File: config.mk
export PLATFORM = sky130hd
export DESIGN_NAME = sram_burst_reader
export DESIGN_NICKNAME = d
export VERILOG_FILES = /design/src/rtl/sram_burst_reader.sv
export SDC_FILE = /design/constraint.sdc
export NUM_CORES = 1
export LEC_CHECK = 0
export CORE_ASPECT_RATIO = 0.75
export CORE_UTILIZATION = 53
export CTS_BUF_LIST = sky130_fd_sc_hd__clkbuf_4 sky130_fd_sc_hd__clkbuf_8 sky130_fd_sc_hd__clkbuf_16
export DETAILED_ROUTE_END_ITERATION = 6
export PLACE_DENSITY = 0.9
export SYNTH_ARGS = -nofsm -noshare
export SYNTH_HDL_FRONTEND = slang
export SYNTH_SLANG_ARGS = --single-unit
export TNS_END_PERCENT = 20
File: constraint.sdc
create_clock -name clock -period 2.7 [get_ports clock]
set_clock_uncertainty 0.2 [all_clocks]
set_input_delay 0.54 -clock clock [delete_from_list [all_inputs] [get_ports clock]]
set_output_delay 0.54 -clock clock [all_outputs]
set_load 0.02 [all_outputs]
File: src/rtl/sram_burst_reader.sv
// sram_burst_reader: read-side master for a single-port SRAM.
// Issues sequential reads starting at start_addr for `length` words. Each
// returned word goes into a small output FIFO, which is presented on a
// valid/ready stream. Reads are issued only when the FIFO has room for the
// word currently in flight plus the new one, so the FIFO can never overflow.

module sram_burst_reader #(
  parameter int ADDR_WIDTH = 8,
  parameter int DATA_WIDTH = 16,
  parameter int FIFO_DEPTH = 4
) (
  input  logic                  clock,
  input  logic                  reset,
  // Burst request
  input  logic                  start,
  input  logic [ADDR_WIDTH-1:0] start_addr,
  input  logic [ADDR_WIDTH:0]   length,
  output logic                  busy,
  output logic                  done,
  // SRAM port
  output logic [ADDR_WIDTH-1:0] sram_address,
  output logic                  sram_enable,
  output logic                  sram_write,
  output logic [DATA_WIDTH-1:0] sram_write_data,
  input  logic [DATA_WIDTH-1:0] sram_read_data,
  // Output stream
  output logic [DATA_WIDTH-1:0] out_data,
  output logic                  out_valid,
  input  logic                  out_ready
);

  localparam int PTR_W = $clog2(FIFO_DEPTH);
  // One extra bit so the count can represent a full FIFO.
  localparam int CNT_W = PTR_W + 1;
  localparam logic [CNT_W-1:0]    DEPTH_C = CNT_W'(FIFO_DEPTH);
  localparam logic [ADDR_WIDTH:0] LEN_ONE = (ADDR_WIDTH + 1)'(1);

  typedef enum logic [1:0] {
    S_IDLE,
    S_READ,
    S_DRAIN
  } state_e;

  // ---------------------------------------------------------------------------
  // State
  // ---------------------------------------------------------------------------
  state_e                  state_q, state_d;
  logic [ADDR_WIDTH-1:0]   addr_q, addr_d;            // next address to read
  logic [ADDR_WIDTH:0]     remaining_q, remaining_d;  // reads not yet issued
  logic [ADDR_WIDTH-1:0]   sram_address_q, sram_address_d;
  logic                    sram_enable_q, sram_enable_d;
  logic                    done_q, done_d;

  // FIFO
  logic [DATA_WIDTH-1:0]   fifo_mem [FIFO_DEPTH];
  logic [PTR_W-1:0]        wr_ptr_q, rd_ptr_q;
  logic [CNT_W-1:0]        count_q;

  logic                    push;
  logic                    pop;
  logic                    credit_ok;

  // A read issued last edge returns its word this cycle; capture it now.
  assign push = sram_enable_q;
  assign pop  = (count_q != '0) && out_ready;

  // Room for the inflight word plus one more; a same-edge pop is not counted.
  assign credit_ok = (count_q + CNT_W'(sram_enable_q)) < DEPTH_C;

  // ---------------------------------------------------------------------------
  // Next-state and SRAM command logic
  // ---------------------------------------------------------------------------
  // Compute the next FSM state, read address, remaining count and done pulse.
  always_comb begin
    // NOTE: every signal driven here gets a default first, so no path can
    // leave one unassigned and turn this block into latches.
    state_d        = state_q;
    addr_d         = addr_q;
    remaining_d    = remaining_q;
    sram_address_d = sram_address_q;
    sram_enable_d  = 1'b0;
    done_d         = 1'b0;

    unique case (state_q)
      S_IDLE: begin
        if (start) begin
          if (length == '0) begin
            // Empty burst: acknowledge without touching the SRAM.
            done_d = 1'b1;
          end else if (credit_ok) begin
            // First read goes out on the accepting edge.
            sram_address_d = start_addr;
            sram_enable_d  = 1'b1;
            addr_d         = start_addr + ADDR_WIDTH'(1);
            remaining_d    = length - LEN_ONE;
            state_d        = (length == LEN_ONE) ? S_DRAIN : S_READ;
          end else begin
            addr_d      = start_addr;
            remaining_d = length;
            state_d     = S_READ;
          end
        end
      end

      S_READ: begin
        if (credit_ok) begin
          sram_address_d = addr_q;
          sram_enable_d  = 1'b1;
          addr_d         = addr_q + ADDR_WIDTH'(1);
          remaining_d    = remaining_q - LEN_ONE;
          if (remaining_q == LEN_ONE) begin
            state_d = S_DRAIN;
          end
        end
      end

      S_DRAIN: begin
        // Finish on the edge that pops the last word, so done and the fall
        // of busy appear in the cycle right after that pop.
        if (!sram_enable_q &&
            ((count_q == '0) || ((count_q == CNT_W'(1)) && pop))) begin
          done_d  = 1'b1;
          state_d = S_IDLE;
        end
      end

      default: begin
        state_d = S_IDLE;
      end
    endcase
  end

  // Register FSM state, address/count and the SRAM command outputs.
  always_ff @(posedge clock or posedge reset) begin
    if (reset) begin
      state_q        <= S_IDLE;
      addr_q         <= '0;
      remaining_q    <= '0;
      sram_address_q <= '0;
      sram_enable_q  <= 1'b0;
      done_q         <= 1'b0;
    end else begin
      // NOTE: sequential state uses non-blocking assignments so every
      // register samples the pre-edge values, independent of statement order.
      state_q        <= state_d;
      addr_q         <= addr_d;
      remaining_q    <= remaining_d;
      sram_address_q <= sram_address_d;
      sram_enable_q  <= sram_enable_d;
      done_q         <= done_d;
    end
  end

  // ---------------------------------------------------------------------------
  // Output FIFO
  // ---------------------------------------------------------------------------
  // Track write/read pointers and occupancy; push and pop may share an edge.
  always_ff @(posedge clock or posedge reset) begin
    if (reset) begin
      wr_ptr_q <= '0;
      rd_ptr_q <= '0;
      count_q  <= '0;
    end else begin
      if (push) begin
        wr_ptr_q <= wr_ptr_q + PTR_W'(1);
      end
      if (pop) begin
        rd_ptr_q <= rd_ptr_q + PTR_W'(1);
      end
      unique case ({push, pop})
        2'b10:   count_q <= count_q + CNT_W'(1);
        2'b01:   count_q <= count_q - CNT_W'(1);
        default: count_q <= count_q;
      endcase
    end
  end

  // Store the word returned by the SRAM into the slot at the write pointer.
  always_ff @(posedge clock) begin
    // NOTE: the storage array has no reset; emptiness is tracked by count_q,
    // so stale contents are never presented and need no clearing.
    if (push) begin
      fifo_mem[wr_ptr_q] <= sram_read_data;
    end
  end

  // ---------------------------------------------------------------------------
  // Outputs
  // ---------------------------------------------------------------------------
  assign busy            = (state_q != S_IDLE);
  assign done            = done_q;
  assign sram_address    = sram_address_q;
  assign sram_enable     = sram_enable_q;
  assign sram_write      = 1'b0;
  assign sram_write_data = '0;
  assign out_data        = fifo_mem[rd_ptr_q];
  assign out_valid       = (count_q != '0);

endmodule

Word-level counts from Yosys, hierarchy flattened
Memories as Yosys holds them, arrays and structs flattened.
Index checks and enable logic that the tools add are counted.
{"block": "classes", "n_reduce_logical": 15, "add_sub_neg": 9, "n_eq_ne": 13, "mux": 34, "magnitude_cmp": 1}
{"op": "$mux W8", "n": 8}
{"op": "$mux W9", "n": 4}
{"op": "$pmux W8 S2", "n": 2}
{"op": "$eq A9 B1 Y1 const B", "n": 2}
{"op": "$pmux W9 S2", "n": 1}
{"op": "$sub A9 B1 Y9 const B", "n": 2}
{"op": "$add A8 B1 Y8 const B", "n": 2}
{"op": "$mux W2", "n": 7}
{"op": "$ne A2 B2 Y1 const B", "n": 6}
{"op": "$reduce_and A5 Y1", "n": 2}
{"op": "$logic_not A9 Y1", "n": 1}
{"op": "$mux W1", "n": 8}
{"op": "$pmux W2 S3", "n": 1}
{"op": "$pmux W3 S2", "n": 1}
{"op": "$reduce_bool A2 Y1", "n": 3}
{"op": "$add A2 B1 Y2 const B", "n": 2}
{"op": "$eq A2 B1 Y1 const B", "n": 2}
{"op": "$eq A2 B2 Y1 const B", "n": 2}
{"op": "$pmux W1 S2", "n": 2}
{"op": "$reduce_and A4 Y1", "n": 1}
{"op": "$add A3 B1 Y3", "n": 1}
{"op": "$add A3 B1 Y3 const B", "n": 1}
{"op": "$eq A3 B1 Y1 const B", "n": 1}
{"op": "$logic_and A1 B1 Y1", "n": 3}
{"op": "other kinds (7)", "n": 7}
{"block": "word_totals", "mem_count": 1, "ff_bits": 36, "out_inout_bits": 45, "word_cells": 82, "in_bits": 37, "mem_bits_rw": 64}
{"memory": "fifo_mem", "words": 4, "word_bits": 16, "rd": 1, "rd_clocked_by_memory_dff": 0, "wr": 1, "line": "55", "text": "logic [DATA_WIDTH-1:0] fifo_mem [FIFO_DEPTH];"}

Logic depth before layout (Yosys ltp)
Gate-level depths: netlist of the first run.
{"block": "depth", "ltp_word": 7, "depth_mapped": 8, "depth_no_buf": 8}

Worst setup path before layout of the first run
OpenSTA, ideal clock, no wires.
{"block": "synth_timing", "path_type": "in2reg", "from": "input port length[0]", "to": "register addr_q[2]", "path_slack_ns": 0.388, "t_arrival_ns": 1.991, "n_path_buf": 1, "path_stages": 7, "required_time_ns": 2.378, "setup_time_ns": 0.122, "cell_sequence": "inv_1 ha_1 or4b_1 o211a_1 a21o_4 buf_6 a32o_1"}
{"block": "synth_between", "elab_chain_len": 3}
{"element": "from (decl)", "line": "17", "text": "input logic [ADDR_WIDTH:0] length,"}
{"element": "$logic_not A9 Y1", "line": "87", "text": "if (length == '0) begin"}
{"element": "$ne A2 B2 Y1 (no line)"}
{"element": "$reduce_and A4 Y1 (no line)"}
{"element": "to (signal assigned)", "line": "146", "text": "addr_q <= addr_d;"}
{"element": "to (decl)", "line": "48", "text": "logic [ADDR_WIDTH-1:0] addr_q, addr_d;"}
Every way passes these cells.
A chain may end at the register's enable or synchronous reset.

Worst setup path in the final report of the first run
{"block": "layout_timing", "from": "register rd_ptr_q[0]", "to": "output port out_data[5]"}
{"block": "layout_between", "elab_chain_len": 1}
{"element": "from (decl)", "line": "56", "text": "logic [PTR_W-1:0] wr_ptr_q, rd_ptr_q;"}
{"element": "from (signal assigned)", "line": "168", "text": "rd_ptr_q <= rd_ptr_q + PTR_W'(1);"}
{"element": "$mem_v2 Z4 W16"}
{"element": "to (decl)", "line": "27", "text": "output logic [DATA_WIDTH-1:0] out_data,"}
Every way passes these cells.

==> impl_metrics.csv, run 1 <==
group,metric,value,unit
status,outcome,"complete, no violations",
sta,count_of_pins_over_their_slew_limit,0,
critical_path,critical_path.startpoint_type,"flip-flop",
placed_design,dpl.hpwl,7590,um
floorplanning,floorplan.die.width,113,um
critical_path,endpoint_kind,"output pin",
yosys,postSynthRegisterBits,100,
critical_path,r2r_cells,7,
min_path,holdPathStages,1,
yosys,number_of_flops_mapped_to_enable_cells_by_yosys,64,
routing,avgViaCountPerCell,5.93,
routing,drc,0,
yosys,mappedNetlistArea,0.00492,mm2
min_path,timing.hold.worst_endpoint,"rd_ptr_q[1]$_DFFE_PP0N_",
final_layout,antenna_cells,0,
floorplanning,initial_utilization,54.6,%
yosys,post_synth_main_area_contributors,"sky130_fd_sc_hd__edfxtp_1 (39%), sky130_fd_sc_hd__dfrtp_1 (18%), sky130_fd_sc_hd__mux4_2 (7.3%)",
floorplanning,dieArea,0.00967,mm2
sta,tns,0,ns
global_route,first_global_vias,3390,
cts,tritoncts,"done",
routing,drtAntennaViolNets,0,
yosys,synth.distinct_cells,60,
final_layout,layout.cells.most_common,"sky130_fd_sc_hd__edfxtp_1",
final_layout,drive_above_1_share,14.5,%
routing,drt_first_pass_iters,5,
placed_design,gp_congestion,0.870,
flow_run,drv.max_cap_violation_count,0,
yosys,yosys.area.top_type,"sky130_fd_sc_hd__edfxtp_1",
sta,timing.final.crit_period,2.63,ns
cts,clock_tree_sinks,100,
sta,tightest_slew,0.707,ns
yosys,synth_top_flop_cell,"sky130_fd_sc_hd__edfxtp_1",
critical_path,critical_path_fanout_max,16,
sta,fmax,381,MHz
cts,max-clock-path-buffers,2,
yosys,synth_top_area_share,39.1,%
yosys,ys_seq_area_share,57.4,%
placed_design,dpl-instance-area,0.00574,mm2
routing,drt_wl_total,10600,um
power,vdd_ir_max,0.686,mV
global_route,grt_pass1_wl,17300,um
critical_path,reg2reg_from,"remaining_q[0]$_DFFE_PP0P_",
critical_path,r2r_setup_slack,0.33,ns
routing,num_vias,3450,
routing,dr.first_iter.drc_count,326,
final_layout,mostFrequentLayoutCells,"sky130_fd_sc_hd__edfxtp_1 (64), sky130_fd_sc_hd__clkdlybuf4s50_1 (48), sky130_fd_sc_hd__dfrtp_1 (36), sky130_fd_sc_hd__nand2_1 (35), sky130_fd_sc_hd__buf_4 (26)",
routing,detail_route.wl_per_cell,18.3,um
power,static-leakage-power,2.28,nW
cts,cts_setup_buffers,0,
min_path,worstHoldStart,"rd_ptr_q[1]$_DFFE_PP0N_",
yosys,synthesis.yosys.warnings,0,
cts,tritoncts.num_buffers,9,
global_route,number_of_antenna_violations_at_the_first_check_in_global_routing,0,
sta,worst_slew_margin_rel,52.9,%
sta,hold_viol,0,
sta,setup-violations-final,0,
floorplanning,rows,30,
global_route,grt_use_total,23.6,%
critical_path,critical_path.reg2reg.endpoint,"remaining_q[8]$_DFFE_PP0P_",
final_layout,fin_nets,518,
yosys,ys_async_sr_fraction,36.0,%
critical_path,path_class,"flip-flop to output pin",
final_layout,final_area,0.00601,mm2
global_route,grt.overflow.total,0,
sta,rsz0062_at_grt,"no",
floorplanning,coreArea,0.00901,mm2
floorplanning,die_outline_height,85.4,um
critical_path,worst_ep_arrival_time,1.89,ns
final_layout,finished_core_util,66.8,%
power,power_density_over_the_cells,1130,mW/mm2
floorplanning,io_pins,82,
yosys,synthCells,381,
cts,htree_levels,3,
yosys,synth_area_per_inst,12.9,um2
critical_path,required,1.96,ns
cts,clock_tree.root_cell,"sky130_fd_sc_hd__clkbuf_16",
cts,clk_pin_slew,0.07,ns
final_layout,syn_to_final_growth,22.3,%
global_route,grt_start_max_net_pins,37,
sta,fin_crit_sh,97.3,%
placed_design,number_of_buffers_inserted_by_port_buffering,64,
cts,clk-insertion-delay-late,0.35,ns
min_path,hold_path.class,"flip-flop to flip-flop",
power,finalPower,6.78,mW
-- flip-flops by register name, indices dropped and copies added, names as in the netlist --
name,count
sram_enable,1
remaining_q,9
done,1
sram_address,8
addr_q,8
state_q,2
wr_ptr_q,2
rd_ptr_q,2
fifo_mem,64
count_q,3
-- through the flow --
| step | setup WS [ns] | std cells | hold slack, ns |
|---|---|---|---|
| CTS | 0.0491 | 582 | 0.281 |
| global route | 0.0123 | 582 | 0.324 |
| finish | 0.0720 | 582 | 0.277 |
| global placement | -0.0536 | 566 | 0.263 |
| detailed placement | -0.195 | 566 | 0.272 |
| floorplan | 0.388 | 397 | 0.278 |
-- how the worst max path moves through the flow --
stage                             from               endpoint  slack [ns]  depth (start not counted)
2_1_floorplan                length[0]  addr_q[2]$_DFFE_PP0P_        0.39                          7
3_3_place_gp                 length[0]  addr_q[6]$_DFFE_PP0P_       -0.05                          8
3_5_place_dp                 length[1]  addr_q[6]$_DFFE_PP0P_       -0.19                          8
4_1_cts        rd_ptr_q[0]$_DFFE_PP0N_            out_data[5]        0.05                          3
5_1_grt        rd_ptr_q[0]$_DFFE_PP0N_            out_data[5]        0.01                          3
6_report       rd_ptr_q[0]$_DFFE_PP0N_            out_data[5]        0.07                          3
-- synth_stat cells, types with 4 or more instances --
library cell,instances
sky130_fd_sc_hd__mux4_2,16
sky130_fd_sc_hd__ha_1,16
sky130_fd_sc_hd__and2_1,5
sky130_fd_sc_hd__a22oi_1,4
sky130_fd_sc_hd__inv_1,15
sky130_fd_sc_hd__buf_6,4
sky130_fd_sc_hd__a21oi_1,15
sky130_fd_sc_hd__nor3_1,8
sky130_fd_sc_hd__a31oi_1,9
sky130_fd_sc_hd__nor2_1,19
sky130_fd_sc_hd__nand4_1,7
sky130_fd_sc_hd__nand3_1,7
sky130_fd_sc_hd__xnor2_1,8
sky130_fd_sc_hd__clkbuf_1,6
sky130_fd_sc_hd__dfrtp_1,36
sky130_fd_sc_hd__xor2_1,8
sky130_fd_sc_hd__o21ai_0,19
sky130_fd_sc_hd__buf_4,18
sky130_fd_sc_hd__edfxtp_1,64
sky130_fd_sc_hd__nor4_1,4
sky130_fd_sc_hd__buf_2,6
sky130_fd_sc_hd__nand2_1,35
sky130_fd_sc_hd__a211oi_1,5
-- logic make-up (layout without fill, tap and decap cells) --
logic type | after synthesis | after routing | synth area share (%)
AO/OA/AOI/OAI | 77 | 77 | 11.2
XOR/XNOR | 16 | 16 | 2.85
adder cells (fa/ha/maj) | 16 | 16 | 4.07
buffers and inverters | 49 | 122 | 5.88
flip-flops | 100 | 100 | 57.4
multiplexers | 17 | 17 | 7.53
other | 1 | 17 | 0.0763
AND/OR/NAND/NOR | 105 | 105 | 11.0
-- layout make-up --
| cell class | instances | area [um2] |
|---|---|---|
| clock buffer | 9 | 225 |
| clock inverter | 7 | 70.1 |
| inverter | 15 | 56.3 |
| tap | 112 | 140 |
| fill | 650 | 2990 |
| sequential | 100 | 2820 |
| timing repair buffer | 91 | 836 |
| multi-input combinational | 248 | 1860 |
-- per-layer routing --
layer / GRT usage, % / vias up / share of wire (%)
met1: 30.5 / 1700 / 42
li1: - / 1569 / -
met5: 0 / - / 0
met4: 7.89 / 0 / 2.0
met2: 39.5 / 159 / 49
met3: 5.57 / 22 / 6.5
-- power by group --
group / internal [mW] / switching, mW / total, mW
clock: 0.647 / 0.592 / 1.24
combinational: 1.34 / 1.74 / 3.08
sequential: 2.10 / 0.367 / 2.46
total: 4.09 / 2.70 / 6.78
-- worst max-delay path: stages, from the launching register on --
cell and delay (ns):
sky130_fd_sc_hd__dfrtp_1 0.44, sky130_fd_sc_hd__buf_12 0.21, sky130_fd_sc_hd__mux4_2 0.54, sky130_fd_sc_hd__dlygate4sd2_1 0.34
-- timing repair --
item                       in CTS  in global routing
setup endpoints to repair      16                  0
gates resized for setup        16                  0
hold buffers                    0                  0
Power figures use the tool's default switching activity.
==> run 2: changes to the inputs <==
--- a/config.mk
+++ b/config.mk
@@ -6,10 +6,10 @@
 export NUM_CORES = 1
 export LEC_CHECK = 0
 export CORE_ASPECT_RATIO = 0.75
-export CORE_UTILIZATION = 53
+export CORE_UTILIZATION = 35
 export CTS_BUF_LIST = sky130_fd_sc_hd__clkbuf_4 sky130_fd_sc_hd__clkbuf_8 sky130_fd_sc_hd__clkbuf_16
 export DETAILED_ROUTE_END_ITERATION = 6
-export PLACE_DENSITY = 0.9
+export PLACE_DENSITY = 0.66
 export SYNTH_ARGS = -nofsm -noshare
 export SYNTH_HDL_FRONTEND = slang
 export SYNTH_SLANG_ARGS = --single-unit
==> run 2 against run 1 <==
The run now ends with DRC left. Critical path depth decreased by 1. Final area grew 2.4%. Flip-flop and latch count unchanged. Worst hold slack better by 0.038 ns. Critical path type unchanged. Largest power group unchanged.
==> impl_metrics.csv, run 2 (synthesis results as in run 1) <==
group,metric,value,unit
sta,worst_slew_margin_rel,55.9,%
routing,drt_wl_total,10300,um
routing,drc,5,
global_route,grt_pass1_wl,16900,um
final_layout,antenna_cells,0,
power,finalPower,6.86,mW
floorplanning,coreArea,0.0137,mm2
final_layout,final_area,0.00616,mm2
cts,cts_hold_repair.buffers,0,
critical_path,path_class,"flip-flop to output pin",
final_layout,largest_registers,"fifo_mem x64, remaining_q x9",
floorplanning,initial_utilization,35.9,%
placed_design,dpl.hpwl,7500,um
critical_path,path_buf_inv,1,
final_layout,regMostFlops,"fifo_mem",
placed_design,gp_congestion,0.864,
sta,hold_viol,0,
sta,final.hold.worst_slack,0.314,ns
sta,timing.final.crit_period,2.60,ns
cts,max-clock-path-buffers,2,
global_route,number_of_antenna_violations_at_the_first_check_in_global_routing,0,
sta,fin_crit_sh,96.2,%
sta,tns,0,ns
critical_path,worst_path_max_delay_cell,"sky130_fd_sc_hd__clkdlybuf4s50_1",
final_layout,largest_register_ffs,64,
placed_design,place_inst,635,
final_layout,mostFrequentLayoutCells,"sky130_fd_sc_hd__edfxtp_1 (64), sky130_fd_sc_hd__clkdlybuf4s50_1 (50), sky130_fd_sc_hd__nand2_1 (35), sky130_fd_sc_hd__dfrtp_1 (35), sky130_fd_sc_hd__buf_4 (31)",
final_layout,syn_to_final_growth,25.3,%
sta,count_of_pins_over_their_slew_limit,0,
final_layout,layout.cells.most_common,"sky130_fd_sc_hd__edfxtp_1",
sta,fmax,385,MHz
power,vdd_ir_max,0.428,mV
cts,clk_pin_slew,0.08,ns
placed_design,preCtsSetupSlack,-0.161,ns
floorplanning,io_pins,82,
routing,detail_route.wl_per_cell,15.9,um
sta,rsz0062_at_grt,"no",
status,outcome,"finished, violations left",
status,violated_checks,"DRC",
final_layout,drive_above_1_share,15.8,%
sta,worst_slack,0.103,ns
global_route,first_global_vias,3198,
critical_path,critical_path.startpoint_type,"flip-flop",
cts,clock_tree_sinks,100,
global_route,grt.overflow.total,0,
critical_path,cpPeakStageDelay,0.55,ns
floorplanning,floorplan.die.width,139,um
cts,tritoncts.num_buffers,9,
final_layout,layout.cells.non_filler,651,
placed_design,number_of_buffers_inserted_by_port_buffering,64,
critical_path,required,1.96,ns
critical_path,timing.critical_path.max_delay_family,"buffers and inverters",
critical_path,endpoint_kind,"output pin",
critical_path,worst_ep_arrival_time,1.86,ns
global_route,use_met3,4.08,%
power,static-leakage-power,2.32,nW
global_route,grt_use_met1,22.0,%
routing,drtAntennaViolNets,0,
routing,num_vias,3373,
floorplanning,dieArea,0.0145,mm2
final_layout,fin_nets,524,
routing,drt_first_pass_iters,7,
cts,htree_levels,3,
global_route,grtUsageMet2,22.2,%
power,power_density_over_the_cells,1110,mW/mm2
placed_design,dpl-instance-area,0.00588,mm2
sta,tightest_slew,0.658,ns
global_route,global_route.peak_usage_layer,"met2",
min_path,hold_path.class,"flip-flop to flip-flop",
global_route,grt_use_total,15.1,%
routing,dr.first_iter.drc_count,246,
cts,clock_tree.root_cell,"sky130_fd_sc_hd__clkbuf_16",
critical_path,cell_by_cell_trace_of_the_critical_path,"mux4_2 > clkdlybuf4s50_1",
floorplanning,rows,37,
cts,clk-insertion-delay-late,0.35,ns
flow_run,drv.max_cap_violation_count,0,
cts,tritoncts,"done",
routing,avgViaCountPerCell,5.18,
critical_path,critical_path_fanout_max,4,
global_route,grt_start_max_net_pins,37,
floorplanning,die_outline_height,105,um
sta,setup-violations-final,0,
final_layout,finished_core_util,44.9,%
-- run 2: timing repair --
action                                  CTS  global route
buffers inserted                          0             0
resized for setup                        15             0
hold endpoints to repair                  0             0
endpoints found under the setup margin   14             0
-- run 2: routing by layer --
metal	vias to the layer above	wire length [um]
met5	-	0
met4	0	89
met3	9	645
met2	126	4580
met1	1662	5010
li1	1576	-
-- run 2: layout make-up --
cell class                      instances  area (um2)
Multi-Input combinational cell        248        1860
Fill cell                            1231        7540
Tap cell                              175         219
Timing Repair Buffer                   97         896
Inverter                               15        56.3
Clock inverter                          7        73.8
Sequential cell                       100        2820
Clock buffer                            9         225
-- run 2: path summary, 6_finish.rpt --
kind	slack (ns)	from	cells after the start	end
setup / recovery	0.10	rd_ptr_q[0]$_DFFE_PP0N_	2	out_data[14]
hold / removal	0.31	sram_address[0]$_DFFE_PP0P_	1	sram_address[0]$_DFFE_PP0P_
setup reg to reg	0.35	remaining_q[0]$_DFFE_PP0P_	7	remaining_q[8]$_DFFE_PP0P_
hold reg to reg	0.31	sram_address[0]$_DFFE_PP0P_	1	sram_address[0]$_DFFE_PP0P_
max in group asynchronous	1.53	reset	3	rd_ptr_q[0]$_DFFE_PP0N_
min in group asynchronous	0.42	reset	3	rd_ptr_q[0]$_DFFE_PP0N_
-- run 2: power by group --
part | internal (mW) | switching (mW) | total, mW
registers | 2.10 | 0.357 | 2.45
clock network | 0.656 | 0.614 | 1.27
logic | 1.41 | 1.73 | 3.13
total | 4.16 | 2.70 | 6.86
